## src/rtl/id_stage.sv

```systemverilog
// RV32I instruction decode stage: decoder, immediate generator, 32x32 register
// file with write-through bypass, load-use hazard detection and the ID/EX register.
module id_stage (
    input  logic        clk,
    input  logic        rst_n,
    input  logic [31:0] inst_id,
    input  logic [29:0] pc_id,
    input  logic        stall,
    input  logic        rst_pipe,
    input  logic        wbk_en_wb,
    input  logic [4:0]  rd_adr_wb,
    input  logic [31:0] wbk_data_wb,
    output logic        stall_ld,
    output logic        stall_ld_ex,
    output logic [29:0] pc_ex,
    output logic [31:0] rs1_data_ex,
    output logic [31:0] rs2_data_ex,
    output logic [4:0]  rs1_adr_ex,
    output logic [4:0]  rs2_adr_ex,
    output logic [4:0]  rd_adr_ex,
    output logic [31:0] imm_ex,
    output logic [2:0]  funct3_ex,
    output logic        funct7b5_ex,
    output logic        cmd_lui_ex,
    output logic        cmd_auipc_ex,
    output logic        cmd_jal_ex,
    output logic        cmd_jalr_ex,
    output logic        cmd_br_ex,
    output logic        cmd_ld_ex,
    output logic        cmd_st_ex,
    output logic        cmd_alui_ex,
    output logic        cmd_alu_ex,
    output logic        cmd_ecall_ex,
    output logic        wbk_en_ex
);

    localparam logic [6:0] OP_LUI   = 7'b0110111;
    localparam logic [6:0] OP_AUIPC = 7'b0010111;
    localparam logic [6:0] OP_JAL   = 7'b1101111;
    localparam logic [6:0] OP_JALR  = 7'b1100111;
    localparam logic [6:0] OP_BR    = 7'b1100011;
    localparam logic [6:0] OP_LD    = 7'b0000011;
    localparam logic [6:0] OP_ST    = 7'b0100011;
    localparam logic [6:0] OP_ALUI  = 7'b0010011;
    localparam logic [6:0] OP_ALU   = 7'b0110011;
    localparam logic [6:0] OP_SYS   = 7'b1110011;

    typedef struct packed {
        logic [31:0] rs1_data;
        logic [31:0] rs2_data;
        logic [4:0]  rs1_adr;
        logic [4:0]  rs2_adr;
        logic [4:0]  rd_adr;
        logic [31:0] imm;
        logic [2:0]  funct3;
        logic        funct7b5;
        logic        lui;
        logic        auipc;
        logic        jal;
        logic        jalr;
        logic        br;
        logic        ld;
        logic        st;
        logic        alui;
        logic        alu;
        logic        ecall;
        logic        wbk_en;
    } idex_t;

    logic [31:0] r_rf [32];
    idex_t       r_idex;
    logic [29:0] r_pc;
    logic        r_stall_ld_ex;

    logic [6:0]  w_op;
    logic [4:0]  w_rs1;
    logic [4:0]  w_rs2;
    logic [4:0]  w_rd;
    logic        w_rs1_used;
    logic        w_rs2_used;
    logic [31:0] w_rs1_data;
    logic [31:0] w_rs2_data;
    logic [31:0] w_imm_i;
    logic [31:0] w_imm_s;
    logic [31:0] w_imm_b;
    logic [31:0] w_imm_u;
    logic [31:0] w_imm_j;
    logic        w_stall_ld;
    idex_t       w_dec;

    assign w_op  = inst_id[6:0];
    assign w_rs1 = inst_id[19:15];
    assign w_rs2 = inst_id[24:20];
    assign w_rd  = inst_id[11:7];

    assign w_imm_i = {{20{inst_id[31]}}, inst_id[31:20]};
    assign w_imm_s = {{20{inst_id[31]}}, inst_id[31:25], inst_id[11:7]};
    assign w_imm_b = {{19{inst_id[31]}}, inst_id[31], inst_id[7], inst_id[30:25], inst_id[11:8], 1'b0};
    assign w_imm_u = {inst_id[31:12], 12'd0};
    assign w_imm_j = {{11{inst_id[31]}}, inst_id[31], inst_id[19:12], inst_id[20], inst_id[30:21], 1'b0};

    // Write-through bypass: a register written this cycle is read with its new value.
    always_comb begin
        w_rs1_data = r_rf[w_rs1];
        if (w_rs1 == 5'd0)
            w_rs1_data = 32'd0;
        else if (wbk_en_wb && (rd_adr_wb == w_rs1))
            w_rs1_data = wbk_data_wb;
    end

    always_comb begin
        w_rs2_data = r_rf[w_rs2];
        if (w_rs2 == 5'd0)
            w_rs2_data = 32'd0;
        else if (wbk_en_wb && (rd_adr_wb == w_rs2))
            w_rs2_data = wbk_data_wb;
    end

    always_comb begin
        w_dec          = '0;
        w_dec.lui      = (w_op == OP_LUI);
        w_dec.auipc    = (w_op == OP_AUIPC);
        w_dec.jal      = (w_op == OP_JAL);
        w_dec.jalr     = (w_op == OP_JALR);
        w_dec.br       = (w_op == OP_BR);
        w_dec.ld       = (w_op == OP_LD);
        w_dec.st       = (w_op == OP_ST);
        w_dec.alui     = (w_op == OP_ALUI);
        w_dec.alu      = (w_op == OP_ALU);
        w_dec.ecall    = (w_op == OP_SYS) && (inst_id[31:7] == 25'd0);
        w_dec.rs1_adr  = w_rs1;
        w_dec.rs2_adr  = w_rs2;
        w_dec.rd_adr   = w_rd;
        w_dec.rs1_data = w_rs1_data;
        w_dec.rs2_data = w_rs2_data;
        w_dec.funct3   = inst_id[14:12];
        w_dec.funct7b5 = inst_id[30];
        w_dec.wbk_en   = (w_dec.lui | w_dec.auipc | w_dec.jal | w_dec.jalr |
                          w_dec.ld | w_dec.alui | w_dec.alu) && (w_rd != 5'd0);
        if (w_dec.jalr || w_dec.ld || w_dec.alui)
            w_dec.imm = w_imm_i;
        else if (w_dec.st)
            w_dec.imm = w_imm_s;
        else if (w_dec.br)
            w_dec.imm = w_imm_b;
        else if (w_dec.lui || w_dec.auipc)
            w_dec.imm = w_imm_u;
        else if (w_dec.jal)
            w_dec.imm = w_imm_j;
    end

    assign w_rs1_used = w_dec.jalr | w_dec.br | w_dec.ld | w_dec.st | w_dec.alui | w_dec.alu;
    assign w_rs2_used = w_dec.br | w_dec.st | w_dec.alu;

    // A flush discards the consumer anyway, so it suppresses the hazard.
    assign w_stall_ld = r_idex.ld && (r_idex.rd_adr != 5'd0) &&
                        ((w_rs1_used && (w_rs1 == r_idex.rd_adr)) ||
                         (w_rs2_used && (w_rs2 == r_idex.rd_adr))) &&
                        !rst_pipe;

    always_ff @(posedge clk) begin
        if (wbk_en_wb && (rd_adr_wb != 5'd0))
            r_rf[rd_adr_wb] <= wbk_data_wb;
    end

    // ID/EX register: bubbles keep the previous PC so the EX stage still has a sane value.
    always_ff @(posedge clk) begin
        if (!rst_n) begin
            r_idex        <= '0;
            r_pc          <= 30'd0;
            r_stall_ld_ex <= 1'b0;
        end else if (rst_pipe) begin
            r_idex        <= '0;
            r_stall_ld_ex <= 1'b0;
        end else if (!stall) begin
            r_stall_ld_ex <= w_stall_ld;
            if (w_stall_ld) begin
                r_idex <= '0;
            end else begin
                r_idex <= w_dec;
                r_pc   <= pc_id;
            end
        end
    end

    assign stall_ld     = w_stall_ld;
    assign stall_ld_ex  = r_stall_ld_ex;
    assign pc_ex        = r_pc;
    assign rs1_data_ex  = r_idex.rs1_data;
    assign rs2_data_ex  = r_idex.rs2_data;
    assign rs1_adr_ex   = r_idex.rs1_adr;
    assign rs2_adr_ex   = r_idex.rs2_adr;
    assign rd_adr_ex    = r_idex.rd_adr;
    assign imm_ex       = r_idex.imm;
    assign funct3_ex    = r_idex.funct3;
    assign funct7b5_ex  = r_idex.funct7b5;
    assign cmd_lui_ex   = r_idex.lui;
    assign cmd_auipc_ex = r_idex.auipc;
    assign cmd_jal_ex   = r_idex.jal;
    assign cmd_jalr_ex  = r_idex.jalr;
    assign cmd_br_ex    = r_idex.br;
    assign cmd_ld_ex    = r_idex.ld;
    assign cmd_st_ex    = r_idex.st;
    assign cmd_alui_ex  = r_idex.alui;
    assign cmd_alu_ex   = r_idex.alu;
    assign cmd_ecall_ex = r_idex.ecall;
    assign wbk_en_ex    = r_idex.wbk_en;

endmodule

```

## config.mk

```make
export PLATFORM = sky130hd
export DESIGN_NAME = id_stage
export DESIGN_NICKNAME = d
export VERILOG_FILES = /design/src/rtl/id_stage.sv
export SDC_FILE = /design/constraint.sdc
export NUM_CORES = 2
export LEC_CHECK = 0
export BUFFER_PORTS_ARGS = -buffer_cell sky130_fd_sc_hd__buf_2
export CORE_UTILIZATION = 55
export CTS_BUF_LIST = sky130_fd_sc_hd__clkbuf_4
export DETAILED_ROUTE_END_ITERATION = 12
export PLACE_DENSITY = 0.71
export REMOVE_ABC_BUFFERS = 1
export SYNTH_ARGS = -nofsm -noshare
export SYNTH_HDL_FRONTEND = slang
export SYNTH_SLANG_ARGS = --single-unit
```

## constraint.sdc

```tcl
create_clock -name clk -period 4.48 [get_ports clk]
set_input_delay 1.12 -clock clk [delete_from_list [all_inputs] [get_ports clk]]
set_output_delay 1.12 -clock clk [all_outputs]
set_load 0.02 [all_outputs]
```

==> results.py <==
metrics = {
    "synthesis": {
        "synth_edf_count": 1024,
        "synth_area_leaders": "edfxtp_1 56%, mux4_2 13%, mux2i_1 7.2%, dfxtp_1 5.8%, mux2_2 1.7%",
        "ys_seq_area_frac": 0.621,
        "yosysTopAreaCell": "edfxtp_1",
        "synth_common_cells": "1024 x edfxtp_1, 391 x mux2i_1, 304 x mux4_2",
        "synthArstFlopShare": 0,
        "avgSynthCellArea_um2": 16.0,
        "syn_area_um2": 54500,
        "synth_warnings": 0,
        "synth_most_common_cell": "edfxtp_1",
        "synthCells": 3418,
        "ys.flop_type": "edfxtp_1",
        "synth_cell_types": 62,
        "synth_top_area_share": 0.564,
        "ys_ff_latch": 1181,
    },
    "sta": {
        "finalCritPeriodShare": 0.914,
        "finClkSkew_ns": 0.121,
        "drv_slew": 0,
        "timing.fmax_ghz": 0.244,
        "setup_viol": 0,
        "period_minus_slack_ns": 4.10,
        "finalHoldViolations": 0,
        "rsz0062_at_grt": "no",
        "worstMarginPinSlew_ns": 1.23,
        "fin_hold_ws_ns": 0.228,
        "setup_ws_ns": 0.384,
        "relSlewSlack": 0.182,
    },
    "critical_path": {
        "cp-start-kind": "flop",
        "cp.required_ns": 3.36,
        "ff2ff_path_depth": 8,
        "r2r_end": "rs2_data_ex[5]$_SDFFE_PP0N_",
        "cp-end-kind": "output port",
        "worstPathMaxFanout": 5,
        "cp.arrival_ns": 2.98,
        "r2r_start": "rd_adr_ex[4]$_SDFFE_PP0N_",
        "r2r_slack_ns": 1.63,
        "path_class": "flop to output port",
    },
    "layout": {
        "drive_above_1_share": 0.329,
        "fin_util": 0.632,
        "final_nets": 4000,
        "fin_cells": 5429,
        "area_growth_syn_to_layout_pct": 13.8,
    },
    "clocking": {
        "cts-resized-gates": 0,
        "cts_tree": "built",
        "numCtsBuffers": 319,
        "clk_latency_ns": 1.22,
        "cts_hold_buf": 0,
        "root_buffer": "clkbuf_4",
        "htreeDepth": 5,
        "cts_setup_buffers": 0,
        "clock-sinks": 1181,
        "cts.path.max_buffers": 4,
        "clk_pin_slew_ns": 0.07,
    },
    "floorplan": {
        "std_cell_rows": 115,
        "initial_core_util": 0.555,
        "io_pins": 262,
        "die_h_um": 317,
        "core-area_um2": 98300,
        "fp.dieW_um": 317,
        "dieArea_um2": 100000,
    },
    "hold_path": {
        "min_path_cells": 3,
        "hold_end": "pc_ex[11]$_SDFFE_PN0P_",
        "min_from": "pc_id[11]",
        "holdCritPathClass": "primary input to flop",
    },
    "route": {
        "wl_um": 170000,
        "wire_per_inst_um": 31.3,
        "dr.first_iter.drc_count": 4809,
        "via_per_inst": 6.86,
        "ant_nets": 0,
        "dr_wl_met2_um": 80200,
        "wl_met1_um": 60800,
        "top_layer_used": "met5",
        "firstDrtPassIters": 6,
        "num_vias": 37261,
        "met3_length_um": 21500,
        "drc": 0,
    },
    "grt": {
        "grt_antenna_before_repair": 12,
        "grt_overflow_total": 0,
        "grt_max_degree": 73,
        "grt_use_total": 0.335,
        "grt_pass1_vias": 36685,
        "grt_pass1_wl_um": 241000,
    },
    "placement": {
        "io_buffers": 261,
        "hpwl_um": 101000,
        "dp_slack_ns": 0.555,
        "dpl.cell_count": 4862,
        "place.gp.congestion": 0.891,
    },
    "pwr": {
        "pwr_density_cell_nw_per_um2": 383,
        "leakage_nw": 22.1,
        "ir_worst_vdd_mv": 0.208,
    },
    "run": {
        "maxCapViolations": 0,
    },
    "outcome": {
        "outcome": "finished, final reports clean",
    },
}
[logic make-up (layout without fill, tap and decap cells)]
| logic type | count (synthesis) | count (layout) | share of synthesized area |
|---|---|---|---|
| buf+inv | 300 | 988 | 0.0267 |
| other cells | 1 | 37 | 0.0000688 |
| mux | 800 | 800 | 0.225 |
| simple gates | 514 | 514 | 0.0453 |
| compound gates | 602 | 602 | 0.0782 |
| flops | 1181 | 1181 | 0.621 |
| xor+xnor | 20 | 20 | 0.00321 |
[worst max-delay path by stage]
stage,from,endpoint,slack (ns),depth (start not counted)
3_5_place_dp,inst_id[15],rs1_data_ex[18]$_SDFFE_PP0N_,0.55,8
6_report,rd_adr_ex[4]$_SDFFE_PP0N_,stall_ld,0.38,6
5_1_grt,rd_adr_ex[4]$_SDFFE_PP0N_,stall_ld,0.16,6
3_3_place_gp,inst_id[15],rs1_data_ex[18]$_SDFFE_PP0N_,0.49,8
2_1_floorplan,inst_id[1],stall_ld,-0.43,5
4_1_cts,rd_adr_ex[4]$_SDFFE_PP0N_,stall_ld,0.34,6
[cells in the final DEF (no fill, tap or decap), drive strengths merged, types with 84 or more instances in the layout]
master and count:
clkinv 84, a21oi 121, nand2 159, mux4 326, nand3 118, dfxtp 157, buf 421, o22ai 110
mux2i 391, clkbuf 469, edfxtp 1024
[area by class of cell]
cell class | count | area, um2
fillers | 7234 | 36200
clock inverters | 93 | 457
diodes | 5 | 12.5
well taps | 1287 | 1610
flip-flops and latches | 1181 | 33900
clock buffers | 469 | 3520
repair buffers | 421 | 2980
multi-input cells | 1968 | 19600
inverters | 5 | 18.8
[report_power, final]
| part | switching [mW] | internal, mW |
|---|---|---|
| clock network | 4.44 | 4.97 |
| logic | 1.31 | 0.840 |
| registers | 0.103 | 12.1 |
[flip-flops by register name (all words and copies together), names as in the netlist, 3 cells and up]
| name | flops |
|---|---|
| pc_ex | 30 |
| rs1_adr_ex | 5 |
| imm_ex | 32 |
| rs2_adr_ex | 5 |
| rd_adr_ex | 5 |
| r_rf | 1024 |
| rs2_data_ex | 32 |
| rs1_data_ex | 32 |
| funct3_ex | 3 |
[routing by layer]
layer | GRT usage | up-vias
met5 | 0 | -
met4 | 0.153 | 14
met3 | 0.0932 | 490
met2 | 0.528 | 2793
met1 | 0.433 | 18721
li1 | - | 15243
[stage by stage]
stage	area [um2]	total power, mW	setup TNS, ns
floorplan	53200	13.5	-0.432
global placement	58100	14.5	0
detailed placement	58100	14.6	0
CTS	62100	23.9	0
global route	62100	24.6	0
finish	62100	23.8	0
[worst max-delay path: stages (launching register included)]
cell and delay [ns]:
dfxtp_1 0.53, xnor2_1 0.16, nand4_1 0.13, a2111oi_2 0.47, o211ai_1 0.19, inv_1 0.14, buf_2 0.17
Power figures use the tool's default switching activity.
